--- src/rtl/jsop_pkg.sv ---
// Shared constants and types for the JS-opcode instruction path.
// Beat ordering: halfword 0 is the most significant slice.
package jsop_pkg;

    localparam int INSTR_W     = 48;
    localparam int INSTR_BYTES = 6;
    localparam int BEATS       = 3;
    localparam int HW_W        = 16;

    typedef enum logic [1:0] {
        IDLE,
        RUN,
        HALT
    } state_e;

    function automatic logic [INSTR_W-1:0] place_beat(
        input logic [INSTR_W-1:0] w,
        input logic [1:0]         b,
        input logic [HW_W-1:0]    d
    );
        logic [INSTR_W-1:0] r;
        r = w;
        unique case (b)
            2'd0:    r[47:32] = d;
            2'd1:    r[31:16] = d;
            default: r[15:0]  = d;
        endcase
        return r;
    endfunction

endpackage

--- src/rtl/hatch_ibuf.sv ---
// Two-entry valid/ready FIFO with synchronous flush.
// Flush has priority over both push and pop.
module hatch_ibuf #(
    parameter int DW = 80
) (
    input  logic          clk,
    input  logic          rst_b,
    input  logic          flush_i,
    input  logic          push_i,
    input  logic [DW-1:0] push_data_i,
    input  logic          pop_i,
    output logic          valid_o,
    output logic [DW-1:0] data_o,
    output logic [1:0]    count_o
);

    logic [DW-1:0] mem_q [2];
    logic          wr_q;
    logic          rd_q;
    logic [1:0]    cnt_q;
    logic          pop_ok;

    assign pop_ok  = pop_i && (cnt_q != 2'd0);
    assign valid_o = (cnt_q != 2'd0);
    assign data_o  = mem_q[rd_q];
    assign count_o = cnt_q;

    always_ff @(posedge clk or negedge rst_b) begin
        if (!rst_b) begin
            mem_q[0] <= '0;
            mem_q[1] <= '0;
            wr_q     <= 1'b0;
            rd_q     <= 1'b0;
            cnt_q    <= 2'd0;
        end else if (flush_i) begin
            wr_q  <= 1'b0;
            rd_q  <= 1'b0;
            cnt_q <= 2'd0;
        end else begin
            if (push_i) begin
                mem_q[wr_q] <= push_data_i;
                wr_q        <= ~wr_q;
            end
            if (pop_ok) begin
                rd_q <= ~rd_q;
            end
            cnt_q <= cnt_q + {1'b0, push_i} - {1'b0, pop_ok};
        end
    end

endmodule

--- src/rtl/hatch_prefetch.sv ---
// Instruction prefetch: three halfword reads per 48-bit instruction,
// streamed sequentially into a two-entry output buffer.
module hatch_prefetch
    import jsop_pkg::*;
#(
    parameter int ADDR_W = 32,
    parameter int MEM_AW = 16,
    parameter int DEPTH  = 2
) (
    input  logic               clk,
    input  logic               rst_b,
    input  logic               redir_valid,
    input  logic [ADDR_W-1:0]  redir_addr,
    output logic               instr_valid,
    input  logic               instr_ready,
    output logic [INSTR_W-1:0] instr,
    output logic [ADDR_W-1:0]  instr_addr,
    output logic               align_err,
    output logic               mem_rd,
    output logic [MEM_AW-1:0]  mem_addr,
    input  logic [HW_W-1:0]    mem_rdata
);

    state_e              state_q, state_d;
    logic [ADDR_W-1:0]   pc_q, pc_d;
    logic [1:0]          beat_q, beat_d;
    logic                pend_q, pend_d;
    logic [1:0]          pbeat_q, pbeat_d;
    logic [INSTR_W-1:0]  asm_q, asm_d;
    logic                align_q, align_d;

    logic                issue;
    logic                rsp;
    logic                push;
    logic                start_ok;
    logic [1:0]          occ;
    logic [ADDR_W+INSTR_W-1:0] push_data;
    logic [ADDR_W+INSTR_W-1:0] head;

    // A new instruction reserves its buffer slot at beat 0; later
    // beats of that instruction are always allowed to proceed.
    assign start_ok = ({1'b0, occ} + {2'b0, pend_q}) < 3'(DEPTH);

    always_comb begin
        state_d = state_q;
        pc_d    = pc_q;
        beat_d  = beat_q;
        pend_d  = 1'b0;
        pbeat_d = pbeat_q;
        asm_d   = asm_q;
        align_d = align_q;
        issue   = 1'b0;
        rsp     = pend_q && !redir_valid;
        push    = rsp && (pbeat_q == 2'd2);

        if (rsp) begin
            asm_d = place_beat(asm_q, pbeat_q, mem_rdata);
        end

        if (redir_valid) begin
            pc_d   = redir_addr;
            beat_d = 2'd0;
            if (redir_addr[0]) begin
                align_d = 1'b1;
                state_d = HALT;
            end else begin
                state_d = RUN;
            end
        end else if (state_q == RUN && (beat_q != 2'd0 || start_ok)) begin
            issue   = 1'b1;
            pend_d  = 1'b1;
            pbeat_d = beat_q;
            if (beat_q == 2'(BEATS - 1)) begin
                beat_d = 2'd0;
                pc_d   = pc_q + ADDR_W'(INSTR_BYTES);
            end else begin
                beat_d = beat_q + 2'd1;
            end
        end
    end

    always_ff @(posedge clk or negedge rst_b) begin
        if (!rst_b) begin
            state_q <= IDLE;
            pc_q    <= '0;
            beat_q  <= 2'd0;
            pend_q  <= 1'b0;
            pbeat_q <= 2'd0;
            asm_q   <= '0;
            align_q <= 1'b0;
        end else begin
            state_q <= state_d;
            pc_q    <= pc_d;
            beat_q  <= beat_d;
            pend_q  <= pend_d;
            pbeat_q <= pbeat_d;
            asm_q   <= asm_d;
            align_q <= align_d;
        end
    end

    // pc has already stepped past the instruction whose last beat lands now.
    assign push_data = {pc_q - ADDR_W'(INSTR_BYTES),
                        place_beat(asm_q, 2'd2, mem_rdata)};

    hatch_ibuf #(
        .DW(ADDR_W + INSTR_W)
    ) u_ibuf (
        .clk        (clk),
        .rst_b      (rst_b),
        .flush_i    (redir_valid),
        .push_i     (push),
        .push_data_i(push_data),
        .pop_i      (instr_ready),
        .valid_o    (instr_valid),
        .data_o     (head),
        .count_o    (occ)
    );

    assign instr_addr = head[ADDR_W+INSTR_W-1:INSTR_W];
    assign instr      = head[INSTR_W-1:0];
    assign align_err  = align_q;
    assign mem_rd     = issue;
    assign mem_addr   = pc_q[MEM_AW:1] + MEM_AW'(beat_q);

endmodule

--- config.mk ---
export PLATFORM = sky130hd
export DESIGN_NAME = hatch_prefetch
export DESIGN_NICKNAME = d
export VERILOG_FILES = /design/src/rtl/jsop_pkg.sv /design/src/rtl/hatch_ibuf.sv /design/src/rtl/hatch_prefetch.sv
export SDC_FILE = /design/constraint.sdc
export NUM_CORES = 1
export LEC_CHECK = 0
export CORE_MARGIN = 2
export CORE_UTILIZATION = 35
export CTS_CLUSTER_SIZE = 25
export DETAILED_ROUTE_END_ITERATION = 12
export PLACE_DENSITY = 0.65
export SLEW_MARGIN = 10
export SYNTH_ARGS = -nofsm -noshare
export SYNTH_HDL_FRONTEND = slang
export SYNTH_SLANG_ARGS = --single-unit
--- constraint.sdc ---
create_clock -name clk -period 3.05 [get_ports clk]
set_input_delay 0.915 -clock clk [delete_from_list [all_inputs] [get_ports clk]]
set_output_delay 0.915 -clock clk [all_outputs]
set_load 0.01 [all_outputs]
# Yosys cells after proc, flatten, opt, wreduce, memory -nomap -nowiden

Cells that the tools add are included.

Input bits: 52
Output and inout bits: 99
Word-level logic and storage cells: 73
Bits in registers: 236

Order comparisons: 4
Bitwise gates (word level): 5
Eq/ne operators: 4
Add/sub/neg operators: 7
Reductions and logical operators: 20
Multiplexer cells: 20

Operators by type and width:

| cell                    | number |
|---|---|
| $mux W80                | 4 |
| $bwmux W160             | 1 |
| $mux W32                | 3 |
| $demux W80 S1           | 1 |
| $add A32 B3 Y32 const B | 1 |
| $sub A32 B3 Y32 const B | 1 |
| $add A16 B2 Y16         | 1 |
| $reduce_and A2 Y1       | 6 |
| $reduce_bool A2 Y1      | 6 |
| $mux W2                 | 5 |
| $mux W1                 | 6 |
| $logic_and A1 B1 Y1     | 5 |
| $eq A2 B1 Y1 const B    | 2 |
| $eq A2 B2 Y1 const B    | 2 |
| $ge A2 B2 Y1 const B    | 2 |
| $not A1 Y2              | 2 |
| $add A2 B1 Y3           | 1 |
| $lt A3 B2 Y1 const B    | 1 |
| $not A1 Y1              | 3 |
| $add A2 B1 Y2           | 1 |
| $add A2 B1 Y2 const B   | 1 |
| $logic_not A2 Y1        | 1 |
| $lt A2 B1 Y1 const B    | 1 |
| $sub A2 B1 Y2           | 1 |
| other kinds (2)         | 2 |

# Depth between registers and ports, before layout

Gate-level depths: netlist of run 1.

Depth in word-level cells: 6
Depth in mapped cells: 8
Gate-level depth less buffers: 7

# Modules after synthesis

A second synthesis of run 1 with hierarchy kept.

Cells, all modules: 880
Area total of the unflattened synthesis: 11813.8 um^2

By module, submodules not included:

| module         | sequential area each (um^2) | times used | cells each | area each (um^2) |
|---|---|---|---|---|
| hatch_ibuf     | 4103.9                      | 1          | 447        | 7562.3 |
| hatch_prefetch | 1801.7                      | 1          | 433        | 4251.6 |

# Least setup slack after synthesis of run 1

Ideal clock, no wire load.

Path kind: reg-to-output
From: register pc_q[1]
To: output port mem_addr[14]
Arrival time: 1.784 ns
Slack: 0.351 ns
Buffers on the path: 0
Stages on the path, launching flop included: 8
Data required time: 2.135 ns
Path through: dfrtp_1 > ha_1 > inv_1 > fa_1 > nor2_1 > nand3_1 > nor2_1 > xor2_1

Longest elaborated chain between the ends: 1

RTL lines:

| item                   | line                  | RTL |
|---|---|---|
| from (decl)            | hatch_prefetch.sv:25  | `logic [ADDR_W-1:0] pc_q, pc_d;` |
| from (signal assigned) | hatch_prefetch.sv:93  | `pc_q <= pc_d;` |
| $add A16 B2 Y16        | hatch_prefetch.sv:124 | `assign mem_addr = pc_q[MEM_AW:1] + MEM_AW'(beat_q);` |
| to (decl)              | hatch_prefetch.sv:20  | `output logic [MEM_AW-1:0] mem_addr,` |

Every way passes these cells.

# Final worst setup path of run 1

From: register beat_q[1]
To: output port mem_addr[15]

Longest elaborated chain between the ends: 1

RTL lines:

| item                   | line                  | RTL |
|---|---|---|
| from (decl)            | hatch_prefetch.sv:26  | `logic [1:0] beat_q, beat_d;` |
| from (signal assigned) | hatch_prefetch.sv:94  | `beat_q <= beat_d;` |
| $add A16 B2 Y16        | hatch_prefetch.sv:124 |  |

Every way passes these cells.

==> results of run 1 <==
-- cell usage in the layout, fill, tap and decap left out, types with 3 or more instances in the layout --
| master | count |
|---|---|
| clkbuf_1 | 6 |
| dlymetal6s2s_1 | 3 |
| or4_1 | 5 |
| clkdlybuf4s50_1 | 55 |
| xnor2_1 | 38 |
| a31oi_1 | 5 |
| inv_1 | 11 |
| xor2_1 | 29 |
| xnor2_2 | 5 |
| buf_2 | 12 |
| nand4_1 | 9 |
| clkinv_2 | 3 |
| buf_6 | 4 |
| nor3_1 | 11 |
| dlygate4sd2_1 | 75 |
| and3_1 | 6 |
| clkbuf_16 | 27 |
| buf_12 | 17 |
| nand2_4 | 3 |
| o21ai_1 | 19 |
| nor4_1 | 12 |
| mux2_2 | 115 |
| clkdlybuf4s15_1 | 3 |
| ha_1 | 4 |
| buf_4 | 40 |
| or3_1 | 3 |
| o21ai_0 | 72 |
| a21oi_1 | 5 |
| nand3_1 | 10 |
| nand2_1 | 407 |
| nor2_1 | 28 |
| nor2_4 | 6 |
| dfrtp_1 | 235 |
| clkbuf_8 | 7 |
| bufinv_16 | 3 |
-- cell type report --
cell class                      instances  area (µm²)
Fill cell                            2965       16960
Timing Repair Buffer                  212        2068
Multi-Input combinational cell        839        5145
Clock inverter                          9       130.1
Sequential cell                       236        5909
Inverter                               12       45.04
Clock buffer                           40       794.5
Tap cell                              402       503.0
-- state kept, by name (all words and copies together), names as in the netlist --
| name | cells |
|---|---|
| u_ibuf.count_o | 2 |
| pend_q | 1 |
| beat_q | 2 |
| u_ibuf.mem_q | 160 |
| asm_q | 32 |
| align_err | 1 |
| state_q | 2 |
| u_ibuf.wr_q | 1 |
| u_ibuf.rd_q | 1 |
| pc_q | 32 |
| pbeat_q | 2 |
-- power groups by stage --
stage	clock [mW]	sequential, mW	combinational, mW
floorplan	0	3.86	1.19
global placement	0	3.97	2.13
detailed placement	0	3.99	2.15
CTS	3.41	3.92	2.10
global route	3.55	4.00	2.28
finish	3.32	3.92	2.07
-- timing repair --
item	CTS	global route
setup endpoints to repair	92	22
resized for setup	143	26
cloned	1	0
buffers inserted	8	1
pin swaps	4	14
-- final timing paths --
path                                     end  slack (ns)  cells past startpoint
hold / removal                      pc_q[14]        0.38                      1
setup reg to reg            u_ibuf.mem_q[70]        0.58                      6
min in group clk            u_ibuf.mem_q[46]        0.47                      2
setup / recovery                mem_addr[15]        -0.1                      7
hold reg to reg             u_ibuf.mem_q[46]        0.47                      2
max in group asynchronous  u_ibuf.mem_q[119]        1.97                      2
-- per-layer routing --
layer / GRT usage / share of wire / vias to the layer above
li1: - / - / 4166
met1: 0.2493 / 0.47 / 4225
met2: 0.2786 / 0.47 / 191
met3: 0.02363 / 0.041 / 32
met4: 0.03968 / 0.017 / 0
met5: 0 / 0 / -
-- cell families after synthesis --
family / synth area share
simple gates: 0.2106
flops: 0.5268
mux: 0.1155
compound gates: 0.05012
buf+inv: 0.03215
xor+xnor: 0.05626
fa+ha+maj: 0.008483
-- through the flow --
| step | total power [mW] | hold WS (ns) | utilization | cell area [µm²] |
|---|---|---|---|---|
| 2_1_floorplan | 5.051 | 0.4401 | - | 11210 |
| 3_3_place_gp | 6.102 | 0.4519 | 0.4289 | 13540 |
| 3_5_place_dp | 6.145 | 0.4524 | 0.4289 | 13540 |
| 4_1_cts | 9.434 | 0.3860 | 0.4596 | 14500 |
| 5_1_grt | 9.820 | 0.4079 | 0.4625 | 14600 |
| 6_report | 9.317 | 0.3785 | 0.4625 | 14600 |
-- critical path, stage by stage (launching register included) --
cell	delay, ns
dfrtp_1	0.41
ha_4	0.28
a21oi_4	0.05
or3_4	0.40
nand2b_4	0.17
nor2_4	0.08
xor2_1	0.15
buf_2	0.15
==> results.ini, run 1 <==
[placed_design]
post-place-cells = 1692
dp_hpwl_um = 19240
numPortBuffers = 150
dpl_worst_slack_ns = -0.1154
gp_congestion = 0.8218

[grt]
antenna_found_initial = 0
track_usage = 0.1733
grt.overflow.total = 0
grt_pass1_wl_um = 47040
grt_max_degree = 77
grt_pass1_vias = 8768

[synthesis]
synth_top_area_frac = 0.5268
syn_avg_cell_area_um2 = 9.605
synthArstFlopShare = 1.000
ys_seq_area_frac = 0.5268
synthesis.area_mm2 = 0.01121
yosysMostFrequentCell = nand2_1
synth_edf_count = 0
synth_top_area_cell = dfrtp_1
synth_common_cells = nand2_1 (410), dfrtp_1 (236), mux2_2 (115), o21ai_0 (72), clkbuf_1 (71)
synth_area_leaders = dfrtp_1 (53%), nand2_1 (14%), mux2_2 (12%), xnor2_1 (3.4%), o21ai_0 (3.2%)
synth_cells = 1167
ys_ff_latch = 236
synth_cell_types = 49
syn_nets = 1226
synthFlopType = dfrtp_1
ys_warn_count = 0

[power]
combPwrFrac = 0.223
seqPwrFrac = 0.421
internal_power_mw = 6.753
p_leak_nw = 7.215
ir_drop_uv = 439.6
p_switching_mw = 2.564
switching_share = 0.2752
p_per_area_mw_per_mm2 = 638.4
p_clk_frac = 0.356

[timing]
fmax_ghz = 0.3175
final.setup.tns_ns = -0.5942
fin_ws_ns = -0.09981
worst_clock_skew_ns = 0.01861
fin_crit_ns = 3.150
final.period_utilization = 1.033
hold_viol = 0
worst_pin_slew_ns = 0.7377
slew_viol_final = 0
setup_viol = 9
rsz0062_at_grt = true
slew_headroom = 0.5037

[routing]
drtPass1Iterations = 5
drc = 0
drtIter0Drc = 425
via_count = 8614
via_per_inst = 4.922
drt-total-wl_um = 28520
ant_nets = 0
wl_per_cell_um = 16.30

[clock_network]
cts_max_level = 1
cts_buffer_depth = 3
cts_buffers = 27
clk_pin_slew_ns = 0.06
cts-root-buf = clkbuf_16
clock_sinks = 236
hold_buffers = 0
cts_tree = yes
clk_latency_ns = 0.53

[worst_setup_path]
startpoint_type = flip-flop
crit_arrival_ns = 2.23
rr_startpoint = pc_q[10]
cp_max_fo = 3
end_kind = output pin
path_class = reg2out
startpoint = beat_q[1]
required_ns = 2.13

[floorplan]
die_w_um = 183.0
rows = 65
io_pins = 151
core_mm2 = 0.03156
die_area_mm2 = 0.03347
start_util = 0.3552
die_height_um = 183.0

[layout]
final_nets = 1387
area_growth_pct = 30.20
drive_above_1_share = 0.2040
stdcell_count = 1750
n_antenna_cell = 0

[run]
drv_cap = 0

[run_status]
status = complete, but fails checks
violations = setup timing

[worst_hold_path]
hp-class = in2async

Note: power is estimated with default switching activity, not from simulation.
==> run 2, diff against run 1 <==
--- a/config.mk
+++ b/config.mk
@@ -9,6 +9,7 @@
 export CORE_UTILIZATION = 35
 export CTS_CLUSTER_SIZE = 25
 export DETAILED_ROUTE_END_ITERATION = 12
+export HOLD_SLACK_MARGIN = 0.03
 export PLACE_DENSITY = 0.65
 export SLEW_MARGIN = 10
 export SYNTH_ARGS = -nofsm -noshare
==> results of run 2 <==
The final DEF is identical to that of run 1; final timing and power are the same.
